## config.mk

```make
export PLATFORM = sky130hd
export DESIGN_NAME = dma_clk_gate_ctrl
export DESIGN_NICKNAME = d
export VERILOG_FILES = /design/src/rtl/dma_cg_pkg.sv /design/src/rtl/dma_cg_stat_cnt.sv /design/src/rtl/dma_clk_gate_ctrl.sv
export SDC_FILE = /design/constraint.sdc
export NUM_CORES = 1
export LEC_CHECK = 0
export ABC_AREA = 0
export BUFFER_PORTS_ARGS = -buffer_cell sky130_fd_sc_hd__buf_2
export CAP_MARGIN = 40
export CELL_PAD_IN_SITES_DETAIL_PLACEMENT = 0
export CELL_PAD_IN_SITES_GLOBAL_PLACEMENT = 1
export CORE_MARGIN = 1.5
export CORE_UTILIZATION = 31
export CTS_CLUSTER_DIAMETER = 150
export DETAILED_ROUTE_END_ITERATION = 8
export GPL_ROUTABILITY_DRIVEN = 1
export GPL_TIMING_DRIVEN = 0
export PLACE_DENSITY = 0.7
export SLEW_MARGIN = 0
export SYNTH_ARGS = -nofsm -noshare
export SYNTH_HDL_FRONTEND = slang
export SYNTH_SLANG_ARGS = --single-unit
```

## constraint.sdc

```tcl
create_clock -name clk -period 1.9 [get_ports clk]
set_clock_uncertainty 0.1 [all_clocks]
set_input_delay 0.19 -clock clk [delete_from_list [all_inputs] [get_ports clk]]
set_output_delay 0.19 -clock clk [all_outputs]
set_load 0.02 [all_outputs]
```

## src/rtl/dma_cg_pkg.sv

```systemverilog
// Shared state codes and constants for the DMA clock-gate controller.
package dma_cg_pkg;

   typedef enum logic [1:0] {
      CG_OFF   = 2'd0,
      CG_WAKE  = 2'd1,
      CG_ON    = 2'd2,
      CG_DRAIN = 2'd3
   } cg_state_e;

   localparam int unsigned STAT_W       = 32;
   localparam int unsigned WAKE_W       = 8;
   localparam int unsigned WAKE_CYC_MIN = 1;
   localparam int unsigned WAKE_CYC_MAX = 255;

   function automatic bit wake_cyc_legal(int unsigned cyc);
      return (cyc >= WAKE_CYC_MIN) && (cyc <= WAKE_CYC_MAX);
   endfunction

endpackage

```

## src/rtl/dma_cg_stat_cnt.sv

```systemverilog
// Saturating event counter with synchronous clear; clear takes priority over increment.
module dma_cg_stat_cnt #(
   parameter int unsigned W = 32
) (
   input  logic         clk,
   input  logic         rst_n,
   input  logic         clr,
   input  logic         inc,
   output logic [W-1:0] cnt
);

   logic [W-1:0] cnt_q, cnt_d;

   always_comb begin
      cnt_d = cnt_q;
      if (clr) begin
         cnt_d = '0;
      end else if (inc && (cnt_q != '1)) begin
         cnt_d = cnt_q + W'(1);
      end
   end

   always_ff @(posedge clk or negedge rst_n) begin
      if (!rst_n) begin
         cnt_q <= '0;
      end else begin
         cnt_q <= cnt_d;
      end
   end

   assign cnt = cnt_q;

endmodule

```

## src/rtl/dma_clk_gate_ctrl.sv

```systemverilog
// Sequences the DMA clock-gater enable: wake on request, ack once stable, gate off after idle.
// Define CLKGATE_STATS_EN to build the gated-off cycle counter (off_cycles).
module dma_clk_gate_ctrl
   import dma_cg_pkg::*;
#(
   parameter int unsigned N_REQ    = 4,
   parameter int unsigned CNT_W    = 8,
   parameter int unsigned WAKE_CYC = 2
) (
   input  logic              clk,
   input  logic              rst_n,
   input  logic [N_REQ-1:0]  req,
   input  logic [N_REQ-1:0]  busy,
   input  logic              force_on,
   input  logic [CNT_W-1:0]  idle_thresh,
   output logic [N_REQ-1:0]  ack,
   output logic              gate_en,
   output logic [1:0]        cg_state,
   input  logic              stat_clr,
   output logic [STAT_W-1:0] off_cycles
);

   if (!wake_cyc_legal(WAKE_CYC)) begin : g_wake_cyc_check
      $error("dma_clk_gate_ctrl: WAKE_CYC out of range 1..255");
   end

   localparam logic [WAKE_W-1:0] WakeLoad = WAKE_W'(WAKE_CYC - 1);

   cg_state_e          state_q, state_d;
   logic [WAKE_W-1:0]  wake_cnt_q, wake_cnt_d;
   logic [CNT_W-1:0]   idle_cnt_q, idle_cnt_d;
   logic               gate_en_q, gate_en_d;
   logic [N_REQ-1:0]   ack_q, ack_d;
   logic               wake_req;
   logic               idle;

   assign wake_req = (|req) | force_on;
   assign idle     = ~(|req) & ~(|busy) & ~force_on;

   always_ff @(posedge clk or negedge rst_n) begin
      if (!rst_n) begin
         state_q    <= CG_OFF;
         wake_cnt_q <= '0;
         idle_cnt_q <= '0;
         gate_en_q  <= 1'b0;
         ack_q      <= '0;
      end else begin
         state_q    <= state_d;
         wake_cnt_q <= wake_cnt_d;
         idle_cnt_q <= idle_cnt_d;
         gate_en_q  <= gate_en_d;
         ack_q      <= ack_d;
      end
   end

   always_comb begin
      state_d    = state_q;
      wake_cnt_d = wake_cnt_q;
      idle_cnt_d = idle_cnt_q;
      unique case (state_q)
         CG_OFF: begin
            if (wake_req) begin
               state_d    = CG_WAKE;
               wake_cnt_d = WakeLoad;
            end
         end
         CG_WAKE: begin
            // Wake runs to completion even if requests drop meanwhile.
            if (wake_cnt_q == '0) begin
               state_d    = CG_ON;
               idle_cnt_d = idle_thresh;
            end else begin
               wake_cnt_d = wake_cnt_q - WAKE_W'(1);
            end
         end
         CG_ON: begin
            if (!idle) begin
               idle_cnt_d = idle_thresh;
            end else if (idle_cnt_q != '0) begin
               idle_cnt_d = idle_cnt_q - CNT_W'(1);
            end else begin
               state_d = CG_DRAIN;
            end
         end
         CG_DRAIN: begin
            // Clock is still running here, so a late request skips the wake phase.
            if (wake_req) begin
               state_d    = CG_ON;
               idle_cnt_d = idle_thresh;
            end else begin
               state_d = CG_OFF;
            end
         end
         default: state_d = CG_OFF;
      endcase
   end

   always_comb begin
      gate_en_d = (state_d != CG_OFF);
      ack_d     = (state_q == CG_ON) ? req : '0;
      gate_en   = gate_en_q;
      ack       = ack_q;
      cg_state  = state_q;
   end

`ifdef CLKGATE_STATS_EN
   dma_cg_stat_cnt #(
      .W (STAT_W)
   ) u_off_cnt (
      .clk   (clk),
      .rst_n (rst_n),
      .clr   (stat_clr),
      .inc   (~gate_en_q),
      .cnt   (off_cycles)
   );
`else
   logic unused_stat_clr;
   assign unused_stat_clr = stat_clr;
   assign off_cycles      = '0;
`endif

endmodule

```

=== After elaboration in Yosys (flattened, before gate mapping) ===
Cells that the tools add are included.
W data, S select, Z words.

* Add/subtract/negate cells: 2
* Eq/ne operators: 8
* Multiplexer cells: 15
* Bitwise logic cells: 6
* Reductions and logical operators: 10

{| class="wikitable"
|+ Operator list
! cell !! count
|-
| $mux W8 || 6
|-
| $pmux W8 S3 || 1
|-
| $pmux W8 S2 || 1
|-
| $sub A8 B1 Y8 const B || 2
|-
| $mux W2 || 5
|-
| $logic_not A8 Y1 || 1
|-
| $ne A2 B2 Y1 const B || 4
|-
| $pmux W2 S4 || 1
|-
| $reduce_bool A8 Y1 || 1
|-
| $reduce_or A4 Y1 || 2
|-
| $eq A2 B2 Y1 const B || 2
|-
| $mux W4 || 1
|-
| $reduce_and A4 Y1 || 1
|-
| $reduce_bool A2 Y1 || 2
|-
| $ne A3 B3 Y1 const B || 1
|-
| $not A1 Y1 || 3
|-
| $reduce_and A3 Y1 || 1
|-
| $reduce_bool A3 Y1 || 1
|-
| $and A1 B1 Y1 || 2
|-
| $eq A2 B1 Y1 const B || 1
|-
| $logic_not A2 Y1 || 1
|-
| $or A1 B1 Y1 || 1
|}

* Word-level logic and storage cells: 46
* Flip-flop bits (word level): 23
* Output and inout port bits: 39
* Bits of input ports: 20

=== Depth between registers and ports, before layout ===
* Depth in word-level cells: 7
* Gate-level depth with buffers: 8
* Mapped depth without buffers: 8

=== Worst setup path before layout ===
OpenSTA, ideal clock, no wires.

* Kind: flip-flop to flip-flop
* From: register wake_cnt_q[0]
* To: register idle_cnt_q[0]
* Setup time: 0.126 ns
* Data required time: 1.674 ns
* Path slack: 0.030 ns
* Period minus slack after synthesis: 1.870 ns
* Stages on the path, launching flop included: 9
* Data arrival time: 1.644 ns
* Buffers on the path: 0
* Path through: dfrtp_1 > inv_1 > ha_1 > nor3b_1 > a31oi_1 > a31o_4 > clkinv_4 > a21oi_2 > a311o_1

* Longest elaborated chain between the ends: 3

{| class="wikitable"
|+ Ends and longest elaborated chain
! element !! line !! source
|-
| from (decl) || dma_clk_gate_ctrl.sv:30 || <nowiki>logic [WAKE_W-1:0] wake_cnt_q, wake_cnt_d;</nowiki>
|-
| from (signal assigned) || dma_clk_gate_ctrl.sv:49 || <nowiki>wake_cnt_q <= wake_cnt_d;</nowiki>
|-
| $logic_not A8 Y1 || dma_clk_gate_ctrl.sv:69 || <nowiki>if (wake_cnt_q == '0) begin</nowiki>
|-
| $ne A2 B2 Y1 (no source line) || - ||
|-
| $reduce_and A4 Y1 (no source line) || - ||
|-
| to (signal assigned) || dma_clk_gate_ctrl.sv:50 || <nowiki>idle_cnt_q <= idle_cnt_d;</nowiki>
|-
| to (decl) || dma_clk_gate_ctrl.sv:31 || <nowiki>logic [CNT_W-1:0] idle_cnt_q, idle_cnt_d;</nowiki>
|}

No other way between the ends.
A chain may end at the register's enable or synchronous reset.

=== Worst setup path in the final report ===
Same ends and word-level chain as after synthesis.

==> impl_metrics.toml <==
[drt]
via_count = 1185
drt-total-wl_mm = 2.96
post-route-drc-count = 0
viasPerCell = 4.31
firstDrtPassIters = 4
wire_per_inst_um = 10.7
drt_iter0_drc = 73
final_antenna_net_count = 0

[layout]
diodes = 0
drive_gt1_share_pct = 38.1
instances_no_fill = 275
post-route-util_pct = 42.6
area_delta_synth_final_pct = 29.4
fin_nets = 246
final_cell_mix = "buf_4 (37), conb_1 (32), buf_2 (25), dfrtp_1 (23), nor2_1 (14)"
final_common_cell = "buf_4"

[grt]
grt_max_degree = 24
grt_util_met3_pct = 2.50
antenna_found_initial = 0
use_met1_pct = 14.3
grt_remaining_overflow = 0
grtUsageTotal_pct = 11.0
grt_pass1_wl_mm = 4.54
met2_usage_pct = 17.3
grt_pass1_vias = 1039
busiest_layer = "met2"

[power]
p_leak_nw = 0.957
powerDensity_nw_per_um2 = 717
vdd_drop_max_uv = 264

[worst_setup_path]
startpoint_type = "flop"
crit_required_ps = 1950
critPathCaptureType = "flop"
path_max_fanout = 5
crit_type = "reg2reg"
crit_arrival_ps = 1840

[synth]
synth_area_per_cell_um2 = 9.25
synthesis.area_um2 = 1470
ys_seq_area_share_pct = 39.1
synth.distinct_cells = 41
synth-seq-cells = 23
syn-instance-count = 159
ys_warn_count = 0

[timing]
worst_slack_ps = 110
fin_crit_ps = 1790
hold_violations = 0
setup_viol = 0
slew-limit-headroom_pct = 61.6
tightest_slew_ps = 575
finalMaxSlewViolations = 0
timing.final.crit_share_pct = 94.2
max_freq_mhz = 559
tns_ps = 0

[placed_design]
dp_slack_ps = -93.5
numPortBuffers = 25
place_congestion = 0.760
place_hpwl_mm = 2.15
placedCellCount = 267

[floorplanning]
die_x_um = 71.9
die_h_um = 71.9
num_rows = 24
start_util_pct = 32.9
io_pins = 59
coreArea_um2 = 4470
die-area_um2 = 5170

[clocking]
root_buffer = "clkbuf_8"
cts_tree = "yes"
cts_sinks = 23
clock_latency_ps = 260
cts_buffers = 3
clockBufferDepth = 2
path_clk_slew_ps = 80
htreeDepth = 1

[run]
max_cap_violations = 0

[run_status]
status = "completed"

[hold_path]
worst_hold_path_type = "in2reg"
[layout make-up]
type / instances / area [um^2]
fill: 458 / 2570
tap: 52 / 65.1
inverter: 7 / 31.3
multi-input combinational: 124 / 758
sequential: 23 / 576
timing repair buffer: 30 / 165
buffer: 35 / 264
clock buffer: 4 / 45.0
[cells in the mapped netlist (all sizes together)]
library cell	count	area share, %
nor3b	1	0.51
xnor2	1	0.60
nor2b	2	0.85
o31ai	1	0.51
and3b	1	0.68
nor3	7	2.4
o21ai	11	3.7
clkinv	1	0.60
nand4b	2	1.2
inv	6	1.5
a21oi	12	4.6
a211oi	1	0.85
buf	35	18
xor2	4	2.4
nand3	2	0.68
a31oi	1	0.43
nor4bb	1	0.68
dfrtp	23	39
nand3b	1	0.51
and3	1	0.43
conb	1	0.25
a311o	1	0.68
nand4	2	0.85
and2	5	2.3
clkbuf	1	0.25
nor4	4	3.7
nor2	14	3.6
and2b	1	0.51
a31o	1	1.2
a22oi	1	0.51
ha	2	1.7
nand2	8	2.0
o2bb2ai	2	1.2
a32oi	1	0.60
nand2b	1	0.43
[metrics by stage]
step                      hold WS (ps)  total power [mW]  cell area, um^2
final                             76.7              1.37             1900
after global routing              80.0              1.46             1900
after CTS                         70.3              1.34             1840
after detailed placement           104              1.02             1780
after global placement             105              1.02             1780
after floorplan                   -206             0.920             1590
[flip-flops by register name, indices dropped and copies added (netlist names)]
name and count:
ack 4, cg_state 2, gate_en 1, idle_cnt_q 8
wake_cnt_q 8
[critical path, stage by stage (launching register included)]
cell and delay (ps):
dfrtp_1 420, inv_2 80, ha_4 130, nor3b_4 200, a31oi_1 130, a31o_4 250, clkinv_4 60, a21oi_2 50
a311o_1 260
[path summary, 6_finish.rpt]
| check | from | endpoint | slack, ps | cells past startpoint |
|---|---|---|---|---|
| worst min-delay path | idle_thresh[0] | idle_cnt_q[0] | 80 | 2 |
| worst max-delay path | wake_cnt_q[0] | idle_cnt_q[0] | 110 | 8 |
| worst max register to register | wake_cnt_q[0] | idle_cnt_q[0] | 110 | 8 |
| min in group asynchronous | rst_n | wake_cnt_q[2] | 340 | 2 |
| worst min register to register | idle_cnt_q[1] | idle_cnt_q[1] | 430 | 1 |
| max in group asynchronous | rst_n | idle_cnt_q[5] | 1010 | 2 |
[layer usage]
metal  vias to the layer above  routed length (um)
met3                         2                 243
met1                       524                1340
met2                        51                1340
li1                        608                   -
met5                         -                   0
met4                         0                  27
[logic make-up after synthesis]
| kind of cell | after synthesis | synth area share, % |
|---|---|---|
| AO/OA/AOI/OAI | 32 | 14.3 |
| XOR/XNOR | 5 | 2.98 |
| adder cells (fa/ha/maj) | 2 | 1.70 |
| buffers and inverters | 43 | 20.3 |
| flip-flops | 23 | 39.1 |
| other | 1 | 0.255 |
| AND/OR/NAND/NOR | 53 | 21.3 |
[timing repair]
item | 4_1_cts | 5_1_grt
resized for setup | 2 | 12
hold endpoints to repair | 23 | 0
setup endpoints to repair | 7 | 12
pin swaps | 0 | 5
hold buffers | 1 | 0
setup buffers | 0 | 4
[power breakdown]
| group | total, mW | leakage (nW) | internal [mW] | switching [mW] |
|---|---|---|---|---|
| Combinational | 0.445 | 0.654 | 0.199 | 0.246 |
| Sequential | 0.619 | 0.281 | 0.554 | 0.0652 |
| Clock | 0.302 | 0.0228 | 0.149 | 0.153 |
| Total | 1.37 | 0.957 | 0.902 | 0.464 |
Power figures use the tool's default switching activity.
